$ cat config.mk
export PLATFORM = sky130hd
export DESIGN_NAME = ram_port_arbiter
export DESIGN_NICKNAME = d
export VERILOG_FILES = /design/src/rtl/ram_arb_pkg.sv /design/src/rtl/ram_arb_pick.sv /design/src/rtl/ram_port_arbiter.sv
export SDC_FILE = /design/constraint.sdc
export NUM_CORES = 1
export LEC_CHECK = 0
export ABC_AREA = 1
export CAP_MARGIN = 20
export CORE_ASPECT_RATIO = 0.75
export CORE_MARGIN = 1
export CORE_UTILIZATION = 43
export CTS_BUF_LIST = sky130_fd_sc_hd__clkbuf_8
export DETAILED_ROUTE_END_ITERATION = 6
export PLACE_DENSITY_LB_ADDON = 0.15
export SYNTH_ARGS = -nofsm -noshare
export SYNTH_HDL_FRONTEND = slang
export SYNTH_HIERARCHICAL = 1
export SYNTH_SLANG_ARGS = --single-unit
$ cat constraint.sdc
create_clock -name clk -period 1.55 [get_ports clk]
set_input_delay 0.31 -clock clk [delete_from_list [all_inputs] [get_ports clk]]
set_output_delay 0.31 -clock clk [all_outputs]
set_load 0.02 [all_outputs]
$ cat src/rtl/ram_arb_pkg.sv
// Shared types and constants for the RAM port arbiter (IF/D sharing one RAM wrapper port).
package ram_arb_pkg;

   typedef enum logic [1:0] {
      IDLE      = 2'd0,
      ISSUE     = 2'd1,
      WAIT_BUSY = 2'd2,
      WAIT_DONE = 2'd3
   } arb_state_t;

   localparam logic OWN_IF = 1'b0;
   localparam logic OWN_D  = 1'b1;

   // Grant cycle to rvalid/done cycle against the wrapper.
   localparam int RAM_LAT = 5;

   localparam int DEF_ADDR_W = 15;
   localparam int DEF_DATA_W = 32;

endpackage

$ cat src/rtl/ram_arb_pick.sv
// Combinational grant selection for the RAM port arbiter.
// RAM_ARB_RR_EN selects round-robin tie-breaking; otherwise data always wins ties.
module ram_arb_pick
   import ram_arb_pkg::*;
(
   input  logic if_req,
   input  logic d_req,
`ifdef RAM_ARB_RR_EN
   input  logic owner,
`endif
   input  logic ram_request_done,
   output logic grant_if,
   output logic grant_d
);

   // Pick a winner only while the wrapper reports idle.
   always_comb begin
      grant_if = 1'b0;
      grant_d  = 1'b0;
      if (ram_request_done) begin
`ifdef RAM_ARB_RR_EN
         if (if_req && d_req) begin
            grant_d  = (owner == OWN_IF);
            grant_if = (owner == OWN_D);
         end else begin
            grant_d  = d_req;
            grant_if = if_req;
         end
`else
         grant_d  = d_req;
         grant_if = if_req & ~d_req;
`endif
      end else begin
         grant_if = 1'b0;
         grant_d  = 1'b0;
      end
   end

endmodule

$ cat src/rtl/ram_port_arbiter.sv
// Shares one RAM wrapper port between instruction fetch (read-only) and load/store data.
// Define RAM_ARB_RR_EN for round-robin tie-breaking instead of data-first priority.
module ram_port_arbiter
   import ram_arb_pkg::*;
#(
   parameter int ADDR_W = DEF_ADDR_W,
   parameter int DATA_W = DEF_DATA_W
)
(
   input  logic                  clk,
   input  logic                  rst,
   input  logic                  if_req,
   input  logic [ADDR_W-1:0]     if_addr,
   output logic                  if_ack,
   output logic                  if_rvalid,
   output logic [DATA_W-1:0]     if_rdata,
   input  logic                  d_req,
   input  logic [DATA_W/8-1:0]   d_we,
   input  logic [ADDR_W-1:0]     d_addr,
   input  logic [DATA_W-1:0]     d_wdata,
   output logic                  d_ack,
   output logic                  d_done,
   output logic [DATA_W-1:0]     d_rdata,
   output logic                  ram_req,
   output logic [DATA_W/8-1:0]   ram_we,
   output logic [ADDR_W-1:0]     ram_addr,
   output logic [DATA_W-1:0]     ram_din,
   input  logic [DATA_W-1:0]     ram_dout,
   input  logic                  ram_request_done,
   input  logic                  ram_read_valid,
   output logic                  busy,
   output logic                  owner
);

   arb_state_t state;
   logic       grant_if;
   logic       grant_d;
   logic       ram_is_read;
   logic       complete;

   ram_arb_pick u_pick (
      .if_req           (if_req),
      .d_req            (d_req),
`ifdef RAM_ARB_RR_EN
      .owner            (owner),
`endif
      .ram_request_done (ram_request_done),
      .grant_if         (grant_if),
      .grant_d          (grant_d)
   );

   assign busy        = (state != IDLE);
   assign ram_is_read = (ram_we == '0);

   // Acks are combinational so the requester can drop req right after the grant cycle.
   always_comb begin
      if_ack   = 1'b0;
      d_ack    = 1'b0;
      complete = 1'b0;
      if (state == IDLE) begin
         if_ack = grant_if;
         d_ack  = grant_d;
      end else begin
         if_ack = 1'b0;
         d_ack  = 1'b0;
      end
      if (ram_is_read) begin
         complete = ram_read_valid;
      end else begin
         complete = ram_request_done;
      end
   end

   // Transaction FSM with latched request fields and registered return path.
   always_ff @(posedge clk) begin
      if (rst) begin
         state     <= IDLE;
         ram_req   <= 1'b0;
         ram_we    <= '0;
         ram_addr  <= '0;
         ram_din   <= '0;
         if_rvalid <= 1'b0;
         if_rdata  <= '0;
         d_done    <= 1'b0;
         d_rdata   <= '0;
         owner     <= OWN_IF;
      end else begin
         ram_req   <= 1'b0;
         if_rvalid <= 1'b0;
         d_done    <= 1'b0;
         case (state)
            IDLE: begin
               if (grant_d) begin
                  ram_we   <= d_we;
                  ram_addr <= d_addr;
                  ram_din  <= d_wdata;
                  owner    <= OWN_D;
                  ram_req  <= 1'b1;
                  state    <= ISSUE;
               end else if (grant_if) begin
                  ram_we   <= '0;
                  ram_addr <= if_addr;
                  ram_din  <= '0;
                  owner    <= OWN_IF;
                  ram_req  <= 1'b1;
                  state    <= ISSUE;
               end
            end
            ISSUE: begin
               state <= WAIT_BUSY;
            end
            WAIT_BUSY: begin
               // The wrapper's idle flag is registered; wait until it has seen the strobe.
               if (!ram_request_done) begin
                  state <= WAIT_DONE;
               end
            end
            WAIT_DONE: begin
               if (complete) begin
                  state  <= IDLE;
                  ram_we <= '0;
                  if (owner == OWN_IF) begin
                     if_rvalid <= 1'b1;
                     if_rdata  <= ram_dout;
                  end else begin
                     d_done <= 1'b1;
                     if (ram_is_read) begin
                        d_rdata <= ram_dout;
                     end
                  end
               end
            end
            default: begin
               state <= IDLE;
            end
         endcase
      end
   end

endmodule

==> results.toml, run 1 <==
[run_status]
status = "finished clean"

[global_route]
grt_overflow_total = 0
grt_max_degree = 53
grt_pass1_wl_um = 21200
antenna_found_initial = 0
grt_pass1_vias = 4655
track_usage_pct = 22.2

[route]
final_antenna_net_count = 0
vias = 5034
dr.pass1.iters = 4
wl_per_cell_um = 12.3
drt_iter0_drc = 201
drt_wl_total_um = 13600
drc = 0
via_per_inst = 4.55

[critical_path]
cp-start-kind = "flop"
reg2reg_to = "ram_we[1]"
worstSetupPathType = "reg -> out"
max_stage_delay_ns = 0.33
cp.required_ns = 1.24
arrival_ns = 1.24
slowest_stage = "dfxtp_2"
cp_max_fo = 4
r2r_cells = 11
endpoint_kind = "primary output"
r2r-start = "state[1]"
crit_chain = "inv_2, ha_4, nand2_2, inv_2, buf_6"
r2r_setup_slack_ns = 0.08
crit_top_cell = "inv_2"

[timing]
setup_viol = 0
finalCritPeriodShare_pct = 99.9
period_needed_ns = 1.55
tightest_slew_ns = 0.301
finClkSkew_ns = 0.0129
hold_viol = 0
rsz0062_at_grt = "true"
slew_headroom_pct = 79.9
slew_violations = 0
max_freq_ghz = 0.646
tns_ns = 0

[logic_synthesis]
synth_top_area_share_pct = 48.7
synth.distinct_cells = 22
synth_nets = 831
syn_area_per_cell_sq_um = 6.87
synth_seq_cells = 121
synth_mux_area_share_pct = 0
seq_area_frac_synth_pct = 48.7
syn_area_sq_um = 4980
yosysWarnings = 6
synthTopCellsByArea = "dfxtp_1 (49%), nand2_1 (16%), nor2_1 (12%)"
synth_fa_ha_area_share_pct = 0.754
yosysTopAreaCell = "dfxtp_1"
synth-simple-area-share_pct = 30.4
yosys.area_share.xor_xnor_pct = 0
synthCells = 724
synth_compound_area_share_pct = 8.47
synth_top_family_by_area = "simple AND/OR/NAND/NOR gates"

[min_path]
hold_depth = 3
hold_start = "d_wdata[0]"
worstHoldPathType = "in -> reg"
whs_endpoint = "ram_din[0]"

[die]
start_util_pct = 44.8
ios = 226
core_sq_um = 11100
die_area_sq_um = 12000
die_h_um = 95.2
die_w_um = 126
placementRows = 33

[placed_design]
dp_hpwl_um = 9620
gp_congestion = 0.793
dp_cells = 1071
portBuffers = 225

[power]
leakagePower_nw = 4.17
max-vdd-ir-drop_mv = 0.727
power_density_nw_per_um2 = 1240

[finish]
antennaDiodeCount = 0
final_cell_count_no_fill = 1106
area_growth_pct = 57.8
drive_gt1_share_pct = 9.01
n_fill_cell = 924
fin_nets = 1060

[cts]
cts_num_sinks = 121
htree_levels = 4
clock_path_buffers = 2
cts_root_buf = "clkbuf_8"
clk_latency_ns = 0.43
numCtsBuffers = 17
clkTransAtPathRegs_ns = 0.08
postCtsHoldBufs = 0
cts_tree = "yes"

[flow_run]
cap_violations = 0
-- registers in the layout, indices dropped and copies added, names as in the netlist --
register	cells
if_rdata	32
d_rdata	32
ram_din	32
d_done	1
ram_addr	15
owner	1
ram_req	1
state	2
ram_we	4
if_rvalid	1
-- per-stage QoR --
step	hold WS [ns]	setup slack, ns	total power, mW	util (%)	area [sq um]
global placement	0.446	-0.474	6.59	67.0	7450
floorplan	0.445	0.0684	5.26	-	4980
CTS	0.409	-0.0533	9.69	70.1	7790
global route	0.418	-0.0615	10.2	70.7	7850
detailed placement	0.454	-0.524	6.70	67.0	7450
finish	0.435	0.00122	9.70	70.7	7850
-- repair_timing --
action / in CTS / in global routing
setup buffers: 2 / 0
endpoints found under the setup margin: 160 / 56
gates cloned: 0 / 1
pin swaps: 3 / 1
resized for setup: 147 / 14
-- power breakdown --
part / leakage [nW] / internal [mW] / switching, mW
Clock: 0.223 / 1.85 / 1.30
Sequential: 0.983 / 3.48 / 0.180
Combinational: 2.96 / 1.25 / 1.64
-- worst max-delay path: cells and delay by family (launching register included) --
family	cells	cell delay, ns
adder cells (fa/ha/maj)	1	0.17
buffers and inverters	3	0.25
flip-flops	1	0.33
AND/OR/NAND/NOR	1	0.07
-- cell type report --
class	count	area [sq um]	area share [%]
clock buffers	19	262	3.33
multi-input cells	472	2020	25.7
well taps	140	175	2.23
flip-flops and latches	121	2420	30.9
repair buffers	251	2440	31.1
clock inverters	13	193	2.45
inverters	90	340	4.33
-- cell usage after synthesis --
cell type	number
buf_1	2
nand3b_1	1
nand2_4	1
dfxtp_1	121
o22ai_1	1
buf_4	3
nor2_2	4
buf_6	6
buf_8	1
inv_1	90
nand2_1	209
ha_1	3
nand3_2	1
nand3_4	2
nand2_2	1
nor2_1	157
nor3_1	1
o21ai_0	15
nand3_1	8
a21oi_1	68
buf_2	17
clkbuf_1	12
-- how the worst max path moves through the flow --
stage,startpoint,end,cells past startpoint
final,state[1],if_ack,5
after global routing,state[0],if_ack,5
after CTS,state[1],d_ack,5
after detailed placement,ram_request_done,if_ack,6
after global placement,d_req,d_ack,6
after floorplan,state[0],ram_we[1],8
-- routing by layer --
metal  track usage, %  wire, um  vias up
met4             9.84       335        0
li1                 -         -     2627
met1             25.2      5840     2215
met3             8.92      1120       29
met5                0         0        -
met2             37.3      6350      163
-- layout by cell type, fill, tap and decap left out, types with 2 or more instances in the layout --
master	n
o21ai_0	15
buf_6	3
buf_4	15
inv_6	2
dfxtp_2	2
nor2_2	4
nor2_1	157
inv_2	6
a21oi_2	2
clkbuf_8	19
dfxtp_1	119
nand3_1	8
buf_12	9
dlygate4sd2_1	119
clkinv_4	4
nand3_4	2
nand2_4	2
nand2_1	206
clkdlybuf4s50_1	102
bufinv_16	4
a21oi_1	66
nand2_2	3
inv_1	83
clkinvlp_4	2
-- cells by family (layout without fill, tap and decap cells) --
group | count (synthesis) | count (layout)
simple gates | 385 | 385
buf+inv | 131 | 373
flops | 121 | 121
compound gates | 84 | 84
fa+ha+maj | 3 | 3
Power figures use the tool's default switching activity.
==> run 2, diff against run 1 <==
--- a/config.mk
+++ b/config.mk
@@ -11,6 +11,7 @@
 export CORE_MARGIN = 1
 export CORE_UTILIZATION = 43
 export CTS_BUF_LIST = sky130_fd_sc_hd__clkbuf_8
+export CTS_CLUSTER_DIAMETER = 120
 export DETAILED_ROUTE_END_ITERATION = 6
 export PLACE_DENSITY_LB_ADDON = 0.15
 export SYNTH_ARGS = -nofsm -noshare
==> results of run 2 <==
Final layout, timing and power as in run 1 (identical DEF).
==> run 3, diff against run 2 <==
--- a/config.mk
+++ b/config.mk
@@ -6,6 +6,7 @@
 export NUM_CORES = 1
 export LEC_CHECK = 0
 export ABC_AREA = 1
+export ABC_CLOCK_PERIOD_IN_PS = 1550
 export CAP_MARGIN = 20
 export CORE_ASPECT_RATIO = 0.75
 export CORE_MARGIN = 1
==> results of run 3 <==
Final layout, timing and power as in run 1 (identical DEF).
